$ cat src/rtl/audio_tone_meter_if.sv
// rtl/audio_tone_meter_if.sv - sample stream and measurement results bundle for audio_tone_meter
//
// Purpose: groups the sample strobe/data and the per-cycle measurement outputs
//          so a source/checker and the meter connect with one port.
// Signals:
//   clk_ena    sample strobe, audio valid when high          (master -> slave)
//   audio      signed 16-bit sample                           (master -> slave)
//   period     last measured period in samples, PERIOD_W bits (slave -> master)
//   peak_pos   maximum sample of last measured cycle          (slave -> master)
//   peak_neg   minimum sample of last measured cycle          (slave -> master)
//   cycle_done one-clk pulse when period/peaks update         (slave -> master)
//   locked     consecutive in-tolerance periods seen          (slave -> master)
//   timeout    no rising crossing within the period range     (slave -> master)
// PERIOD_W must match the PERIOD_W of the audio_tone_meter it connects to.

interface audio_tone_meter_if #(
   parameter int PERIOD_W = 10
);
   logic                       clk_ena;
   logic signed [15:0]         audio;
   logic        [PERIOD_W-1:0] period;
   logic signed [15:0]         peak_pos;
   logic signed [15:0]         peak_neg;
   logic                       cycle_done;
   logic                       locked;
   logic                       timeout;

   modport master (
      output clk_ena, audio,
      input  period, peak_pos, peak_neg, cycle_done, locked, timeout
   );

   modport slave (
      input  clk_ena, audio,
      output period, peak_pos, peak_neg, cycle_done, locked, timeout
   );
endinterface

$ cat src/rtl/audio_tone_meter.sv
// rtl/audio_tone_meter.sv - tone period/peak analyser with lock and timeout detection
//
// Purpose: measures, per tone cycle, the period in samples between rising zero
//          crossings plus the positive/negative peaks, and declares lock after
//          LOCK_COUNT consecutive periods within TOLERANCE of EXPECT_PERIOD.
// Ports:
//   clk      system clock
//   reset_n  asynchronous active-low reset
//   bus      audio_tone_meter_if.slave: clk_ena/audio in; period, peak_pos,
//            peak_neg, cycle_done, locked, timeout out (all registered)

module audio_tone_meter #(
   parameter int PERIOD_W      = 10,
   parameter int EXPECT_PERIOD = 48,
   parameter int TOLERANCE     = 1,
   parameter int LOCK_COUNT    = 4
) (
   input  logic              clk,
   input  logic              reset_n,
   audio_tone_meter_if.slave bus
);

   localparam logic [PERIOD_W-1:0] MAX_PERIOD = '1;
   localparam int                  MC_W       = (LOCK_COUNT < 2) ? 1 : $clog2(LOCK_COUNT + 1);
   localparam logic [MC_W-1:0]     LOCK_VAL   = MC_W'(LOCK_COUNT);
   localparam logic [PERIOD_W:0]   EXP_EXT    = (PERIOD_W + 1)'(EXPECT_PERIOD);
   localparam logic [PERIOD_W:0]   TOL_EXT    = (PERIOD_W + 1)'(TOLERANCE);

   typedef enum logic {SEARCH, MEASURE} state_t;

   state_t                    state;
   logic signed [15:0]        prev;
   logic                      prev_valid;
   logic        [PERIOD_W-1:0] cnt;
   logic signed [15:0]        run_max;
   logic signed [15:0]        run_min;
   logic        [MC_W-1:0]    match_cnt;

   logic        [PERIOD_W-1:0] period_q;
   logic signed [15:0]        peak_pos_q;
   logic signed [15:0]        peak_neg_q;
   logic                      cycle_done_q;
   logic                      locked_q;
   logic                      timeout_q;

   logic                      xing;
   logic signed [15:0]        run_max_nxt;
   logic signed [15:0]        run_min_nxt;
   logic        [PERIOD_W:0]  cnt_ext;
   logic        [PERIOD_W:0]  diff;
   logic                      match;
   logic        [MC_W-1:0]    match_cnt_nxt;

   // Sign bits suffice: prev < 0 and audio >= 0.
   assign xing = prev_valid & prev[15] & ~bus.audio[15];

   always_comb begin
      run_max_nxt   = (bus.audio > run_max) ? bus.audio : run_max;
      run_min_nxt   = (bus.audio < run_min) ? bus.audio : run_min;
      // Absolute deviation taken one bit wider so the subtraction never wraps.
      cnt_ext       = {1'b0, cnt};
      diff          = (cnt_ext >= EXP_EXT) ? (cnt_ext - EXP_EXT) : (EXP_EXT - cnt_ext);
      match         = (diff <= TOL_EXT);
      match_cnt_nxt = (match_cnt == LOCK_VAL) ? match_cnt : (match_cnt + 1'b1);
   end

   always_ff @(posedge clk or negedge reset_n) begin
      if (!reset_n) begin
         state        <= SEARCH;
         prev         <= '0;
         prev_valid   <= 1'b0;
         cnt          <= '0;
         run_max      <= '0;
         run_min      <= '0;
         match_cnt    <= '0;
         period_q     <= '0;
         peak_pos_q   <= '0;
         peak_neg_q   <= '0;
         cycle_done_q <= 1'b0;
         locked_q     <= 1'b0;
         timeout_q    <= 1'b0;
      end else begin
         // Pulse lasts one clk regardless of strobe spacing.
         cycle_done_q <= 1'b0;
         if (bus.clk_ena) begin
            prev       <= bus.audio;
            prev_valid <= 1'b1;
            if (xing) begin
               // The crossing sample opens the next cycle; it is not part of
               // the cycle being reported.
               cnt     <= PERIOD_W'(1);
               run_max <= bus.audio;
               run_min <= bus.audio;
               if (state == SEARCH) begin
                  state <= MEASURE;
               end else begin
                  period_q     <= cnt;
                  peak_pos_q   <= run_max;
                  peak_neg_q   <= run_min;
                  cycle_done_q <= 1'b1;
                  timeout_q    <= 1'b0;
                  if (match) begin
                     match_cnt <= match_cnt_nxt;
                     locked_q  <= (match_cnt_nxt == LOCK_VAL);
                  end else begin
                     match_cnt <= '0;
                     locked_q  <= 1'b0;
                  end
               end
            end else begin
               run_max <= run_max_nxt;
               run_min <= run_min_nxt;
               if (cnt != MAX_PERIOD) begin
                  cnt <= cnt + 1'b1;
               end else begin
                  // Counter saturated with no crossing: tone is gone.
                  timeout_q <= 1'b1;
                  locked_q  <= 1'b0;
                  match_cnt <= '0;
                  state     <= SEARCH;
               end
            end
         end
      end
   end

   assign bus.period     = period_q;
   assign bus.peak_pos   = peak_pos_q;
   assign bus.peak_neg   = peak_neg_q;
   assign bus.cycle_done = cycle_done_q;
   assign bus.locked     = locked_q;
   assign bus.timeout    = timeout_q;

endmodule

$ cat src/flat_wrapper.sv
// flat-port wrapper written by rule: the top's interface ports become plain ports
module audio_tone_meter_flat 
#(
   parameter int PERIOD_W      = 10,
   parameter int EXPECT_PERIOD = 48,
   parameter int TOLERANCE     = 1,
   parameter int LOCK_COUNT    = 4
)
  (clk, reset_n, bus_clk_ena, bus_audio, bus_period, bus_peak_pos, bus_peak_neg, bus_cycle_done, bus_locked, bus_timeout);
  audio_tone_meter_if #(.PERIOD_W(PERIOD_W)) bus_i ();
  input  logic clk;
  input  logic reset_n;
  input wire logic [$bits(bus_i.clk_ena)-1:0] bus_clk_ena;
  input wire logic [$bits(bus_i.audio)-1:0] bus_audio;
  output wire logic [$bits(bus_i.period)-1:0] bus_period;
  output wire logic [$bits(bus_i.peak_pos)-1:0] bus_peak_pos;
  output wire logic [$bits(bus_i.peak_neg)-1:0] bus_peak_neg;
  output wire logic [$bits(bus_i.cycle_done)-1:0] bus_cycle_done;
  output wire logic [$bits(bus_i.locked)-1:0] bus_locked;
  output wire logic [$bits(bus_i.timeout)-1:0] bus_timeout;
  assign bus_i.clk_ena = bus_clk_ena;
  assign bus_i.audio = bus_audio;
  assign bus_period = bus_i.period;
  assign bus_peak_pos = bus_i.peak_pos;
  assign bus_peak_neg = bus_i.peak_neg;
  assign bus_cycle_done = bus_i.cycle_done;
  assign bus_locked = bus_i.locked;
  assign bus_timeout = bus_i.timeout;
  audio_tone_meter #(.PERIOD_W(PERIOD_W), .EXPECT_PERIOD(EXPECT_PERIOD), .TOLERANCE(TOLERANCE), .LOCK_COUNT(LOCK_COUNT)) u_core (.clk(clk), .reset_n(reset_n), .bus(bus_i));
endmodule
$ cat config.mk
export PLATFORM = sky130hd
export DESIGN_NAME = audio_tone_meter_flat
export DESIGN_NICKNAME = d
export VERILOG_FILES = /design/src/rtl/audio_tone_meter_if.sv /design/src/rtl/audio_tone_meter.sv /design/src/flat_wrapper.sv
export SDC_FILE = /design/constraint.sdc
export NUM_CORES = 1
export LEC_CHECK = 0
export BUFFER_PORTS_ARGS = -buffer_cell sky130_fd_sc_hd__buf_2
export CAP_MARGIN = 20
export CELL_PAD_IN_SITES_DETAIL_PLACEMENT = 0
export CELL_PAD_IN_SITES_GLOBAL_PLACEMENT = 1
export CORE_MARGIN = 5
export CORE_UTILIZATION = 29
export CTS_BUF_LIST = sky130_fd_sc_hd__clkbuf_8 sky130_fd_sc_hd__clkbuf_16
export CTS_CLUSTER_DIAMETER = 80
export CTS_CLUSTER_SIZE = 20
export DETAILED_ROUTE_END_ITERATION = 8
export PLACE_DENSITY_LB_ADDON = 0.1
export SETUP_SLACK_MARGIN = 0.2
export SLEW_MARGIN = 15
export SYNTH_ARGS = -nofsm -noshare
export SYNTH_HDL_FRONTEND = slang
export SYNTH_SLANG_ARGS = --single-unit
$ cat constraint.sdc
create_clock -name clk -period 3.18 [get_ports clk]
set_input_delay 0 -clock clk [delete_from_list [all_inputs] [get_ports clk]]
set_output_delay 0 -clock clk [all_outputs]
set_load 0.02 [all_outputs]
# --- Yosys cells after proc, flatten, opt, wreduce, memory -nomap -nowiden ---
# Cells that the tools add are included.
totals:
  ff_bits: 108
  out_inout_bits: 45
  elab_cells: 61
classes:
  addsub: 4
  n_lt_le_gt_ge: 4
  mux: 23
  reduce_logical: 9
  n_eq_ne: 5
  bitwise_logic: 3
op_table:
  columns: ["cell", "n"]
  rows:
  - ["16-bit 2-to-1 mux", 4]
  - ["10-bit 2-to-1 mux", 2]
  - ["16-bit > comparator", 1]
  - ["16-bit less-than comparator", 1]
  - ["3-bit 2-to-1 mux", 5]
  - ["11-bit by 1-bit less-or-equal comparator with 1-bit output (second input constant)", 1]
  - ["1-bit 2-to-1 mux", 11]
  - ["11-bit 2-to-1 mux", 1]
  - ["10-bit by 6-bit subtractor with 11-bit output (second input constant)", 1]
  - ["6-bit by 10-bit subtractor with 11-bit output (first input constant)", 1]
  - ["10-bit by 1-bit adder with 10-bit output (second input constant)", 1]
  - ["10-bit by 6-bit >= comparator with 1-bit output (second input constant)", 1]
  - ["10-bit != test (second input constant)", 1]
  - ["2-bit AND reduction", 4]
  - ["3-bit == test (second input constant)", 2]
  - ["3-bit AND reduction", 2]
  - ["2-bit nonzero test", 3]
  - ["2-bit by 1-bit != test with 1-bit output (second input constant)", 2]
  - ["3-bit by 1-bit adder with 3-bit output (second input constant)", 1]
  - ["1-bit AND", 2]
  - ["1-bit NOT", 1]

# --- Depth between registers and ports, before layout ---
depth:
  depth_word: 6
  ltp_mapped: 9

# --- Worst setup path after synthesis ---
# No wires, ideal clock.
synth_path:
  path_type: "register to register"
  from: "reg u_core.run_max[3]"
  to: "reg u_core.run_max[0]"
  setup_time_ns: 0.125
  path_slack_ns: 0.829
  arrival_time_ns: 2.226
  path_stages_with_launch: 10
  period_less_slack_ns: 2.351
  path_cell_list: "dfrtp_1 > inv_1 > ha_1 > a21o_1 > a21oi_1 > o21ai_0 > a2111oi_0 > o2bb2ai_1 > buf_6 > mux2_2"
synth_between:
  elab_chain_len: 3
synth_lines:
  columns: ["element", "line_no", "text"]
  rows:
  - ["from (decl)", "audio_tone_meter.sv:35", "logic signed [15:0] run_max;"]
  - ["from (signal assigned)", "audio_tone_meter.sv:92", "run_max <= bus.audio;"]
  - ["from (signal assigned)", "audio_tone_meter.sv:111", "run_max <= run_max_nxt;"]
  - ["16-bit > comparator", "audio_tone_meter.sv:58", "run_max_nxt = (bus.audio > run_max) ? bus.audio : run_max;"]
  - ["2-bit nonzero test (no source line)", null, null]
  - ["2-bit AND reduction (no source line)", null, null]
# No other way between the ends.
# A chain may end at the register's enable or synchronous reset.

# --- Worst setup path in the final report ---
layout_path:
  from: "reg u_core.run_min[11]"
  to: "reg u_core.run_min[8]"
layout_between:
  elab_chain_len: 3
layout_lines:
  columns: ["element", "line_no", "text"]
  rows:
  - ["from (decl)", "audio_tone_meter.sv:36", "logic signed [15:0] run_min;"]
  - ["from (signal assigned)", "audio_tone_meter.sv:93", "run_min <= bus.audio;"]
  - ["from (signal assigned)", "audio_tone_meter.sv:112", "run_min <= run_min_nxt;"]
  - ["16-bit less-than comparator", "audio_tone_meter.sv:59", "run_min_nxt = (bus.audio < run_min) ? bus.audio : run_min;"]
  - ["2-bit nonzero test (no source line)", null, null]
  - ["2-bit AND reduction (no source line)", null, null]
# No other way between the ends.

==> run_results.csv <==
group,metric,value,unit
finish,multi_input_area,0.00226,mm^2
finish,final_cell_mix,"93 x dfrtp_1, 66 x mux2_2, 62 x buf_2",
synth,yosys_warnings,0,
timing,fmax,393,MHz
finish,synthToLayoutAreaGrowth,22.2,%
setup_path,cp-end-kind,"register",
power,powerDensity,883,mW/mm^2
setup_path,cp_slowest_cell,"o221ai_2",
routing,routed_wl,11400,um
setup_path,path_class,"register to register",
placed_design,hpwl,8270,um
setup_path,rrSetupSlack,0.64,ns
routing,drtAntennaViolNets,0,
synth,netlist_area,0.00482,mm^2
outcome,status,"completed",
routing,drc,0,
die,placementRows,47,
finish,drive_gt1_frac,0.317,
die,initial_core_util,0.293,
timing,finalSetupTns,0,ns
die,die_x,139,um
setup_path,cp_max_fo,17,
power,p_seq_frac,0.388,
finish,finalNetCount,559,
routing,maxUsedRoutingLayer,"met4",
synth,syn_area_per_cell,11.5,um^2
timing,period_share,0.799,
timing,worst_pin_slew,1.01,ns
power,switching_share,0.365,
timing,rsz0062_at_grt,"no",
flow_run,drv_cap,0,
routing,first_pass_iters,4,
clock_tree,clockBufferDepth,2,
grt,grt_pass1_vias,3485,
timing,hold_viol_final,0,
timing,finalSetupViolCount,0,
routing,dr_wl_met2,5250,um
grt,track_usage,0.121,
die,pin_count,64,
power,power_frac_comb,0.389,
grt,grt_max_degree,56,
timing,fin_skew,0.00987,ns
synth,synth_cell_types,52,
grt,grt_pass1_wl,18500,um
routing,vias_per_cell,4.57,
power,power_switching,1.90,mW
setup_path,worstPathCellList,"inv_1 > ha_1 > nand3_1 > nor3_1 > nand2_1 > o221ai_2 > mux2_2",
timing,period_minus_slack,2.54,ns
timing,relSlewSlack,0.325,
grt,grt-ovfl-total,0,
placed_design,numPortBuffers,63,
setup_path,r2r_start,"u_core.run_min[11]",
setup_path,cp_data_arrival_time,2.78,ns
worst_hold_path,hp-start,"bus_clk_ena",
routing,wl_met3,416,um
grt,antenna_found_initial,0,
clock_tree,clkLatencyLatePin,0.36,ns
synth,synth_edf_count,0,
routing,first_iter_violations,86,
setup_path,r2r_end,"u_core.run_min[8]",
clock_tree,clock-root-buffer,"clkbuf_16",
power,intPower,3.30,mW
clock_tree,numCtsBuffers,9,
clock_tree,htreeDepth,3,
synth,syn-num-nets,476,
synth,synthArstFlopShare,1.00,
setup_path,startpoint_type,"register",
power,p_leak,2.79,nW
finish,final_common_cell,"dfrtp_1",
power,p_clk_frac,0.224,
setup_path,worst_ep_required_time,3.42,ns
power,ir_drop,0.000348,V
die,die_h,139,um
clock_tree,path_clk_slew,0.06,ns
routing,vias,3328,
worst_hold_path,worstHoldPathType,"input pin to register",
die,core_area,0.0165,mm^2
clock_tree,cts-resized-gates,0,
synth,syn_inst,420,
clock_tree,cts_tree,"yes",
finish,regArea,0.00233,mm^2
clock_tree,clock-sinks,93,
timing,drv_slew,0,
worst_hold_path,worst_hold_path.num_cells,2,
power,finalPower,5.20,mW
synth,yosysSeqAreaShare,0.483,
synth,yosys_register_bits,93,
setup_path,max_stage_delay,0.79,ns
placed_design,gp_congestion,0.709,
finish,num_antenna_cells,0,
finish,nFillCells,1692,
die,dieArea,0.0193,mm^2
setup_path,reg2reg_depth,7,
routing,wl_per_cell,15.6,um
worst_hold_path,whs_endpoint,"u_core.prev_valid",
synth,synthFlopType,"dfrtp_1",
routing,met1_length,5540,um
[critical path: cells and delay by family (launching register included)]
kind	cells	cell delay [ns]
AO/OA/AOI/OAI	1	0.79
AND/OR/NAND/NOR	3	0.53
multiplexers	1	0.42
flip-flops	1	0.36
adder cells (fa/ha/maj)	1	0.28
buffers and inverters	1	0.05
[synth_stat cells (all sizes together) (2+ instances only)]
cell	number	area, um^2
o2bb2ai	2	17.5
or2	2	12.5
clkbuf	11	41.3
buf	6	45.0
inv	40	150
and2	3	18.8
nor3	8	40.0
mux2	72	811
nor2b	3	18.8
nor4	3	18.8
xor2	4	35.0
o211ai	2	15.0
a21oi	18	101
a32o	2	20.0
nand3	10	50.1
ha	37	463
nor3b	4	30.0
o21ai	12	60.1
mux2i	4	40.0
dfrtp	93	2330
o31ai	2	20.0
a31oi	2	12.5
xnor2	4	35.0
a211oi	2	20.0
or3	4	25.0
nand3b	3	22.5
nor2	19	71.3
nand2	22	82.6
nand4	4	25.0
a21o	7	52.6
[cells by family after synthesis]
logic type               synth area share
XOR/XNOR                           0.0145
flip-flops                          0.483
AND/OR/NAND/NOR                    0.0990
buffers and inverters              0.0491
adder cells (fa/ha/maj)            0.0961
AO/OA/AOI/OAI                      0.0816
multiplexers                        0.177
[area by class of cell]
class	instances	share of cell area
flip-flops and latches	93	0.395
multi-input cells	270	0.384
repair buffers	89	0.0944
well taps	220	0.0468
clock buffers	9	0.0383
inverters	40	0.0255
clock inverters	7	0.0155
[state kept, by name (all words and copies together) (netlist names)]
register               flops
u_core.bus.peak_neg       16
u_core.bus.cycle_done      1
u_core.bus.peak_pos       16
u_core.state               1
u_core.bus.timeout         1
u_core.run_min            16
u_core.run_max            16
u_core.prev                1
u_core.bus.locked          1
u_core.bus.period         10
u_core.prev_valid          1
u_core.match_cnt           3
u_core.cnt                10
[metal layers]
metal | GRT usage | vias to the layer above
li1 | - | 1648
met1 | 0.161 | 1617
met2 | 0.194 | 49
met3 | 0.0331 | 14
met4 | 0.0371 | 0
met5 | 0 | -
[worst max path at each step]
stage	cells after the start	slack (ns)	startpoint	to
3_5_place_dp	7	0.54	u_core.run_min[11]	u_core.run_min[8]
6_report	7	0.64	u_core.run_min[11]	u_core.run_min[8]
4_1_cts	7	0.52	u_core.run_min[11]	u_core.run_min[8]
3_3_place_gp	7	0.61	u_core.run_min[11]	u_core.run_min[1]
5_1_grt	7	0.36	u_core.run_min[11]	u_core.run_min[1]
2_1_floorplan	9	0.83	u_core.run_max[3]	u_core.run_max[0]
[through the flow]
stage	instance area (um^2)	worst slack, ns	util	cells	hold slack (ns)
final	5890	0.638	0.357	728	0.0229
after global routing	5890	0.359	0.357	728	0.0351
after CTS	5890	0.524	0.357	728	0.00899
after detailed placement	5400	0.539	0.328	695	0.117
after global placement	5400	0.613	0.328	695	0.119
after floorplan	4820	0.829	-	420	-0.296
[power by group through the flow]
stage / combinational [mW] / sequential, mW / clock (mW)
3_5_place_dp: 2.05 / 2.05 / 0
2_1_floorplan: 1.21 / 2.20 / 0
4_1_cts: 2.08 / 2.03 / 1.22
6_report: 2.02 / 2.01 / 1.16
3_3_place_gp: 2.03 / 2.04 / 0
5_1_grt: 2.25 / 2.09 / 1.26
[what timing repair did]
item,in CTS,in global routing
hold endpoints to repair,84,0
hold buffers,17,0
setup endpoints to repair,0,0
buffers inserted,0,0
Power figures use the tool's default switching activity.
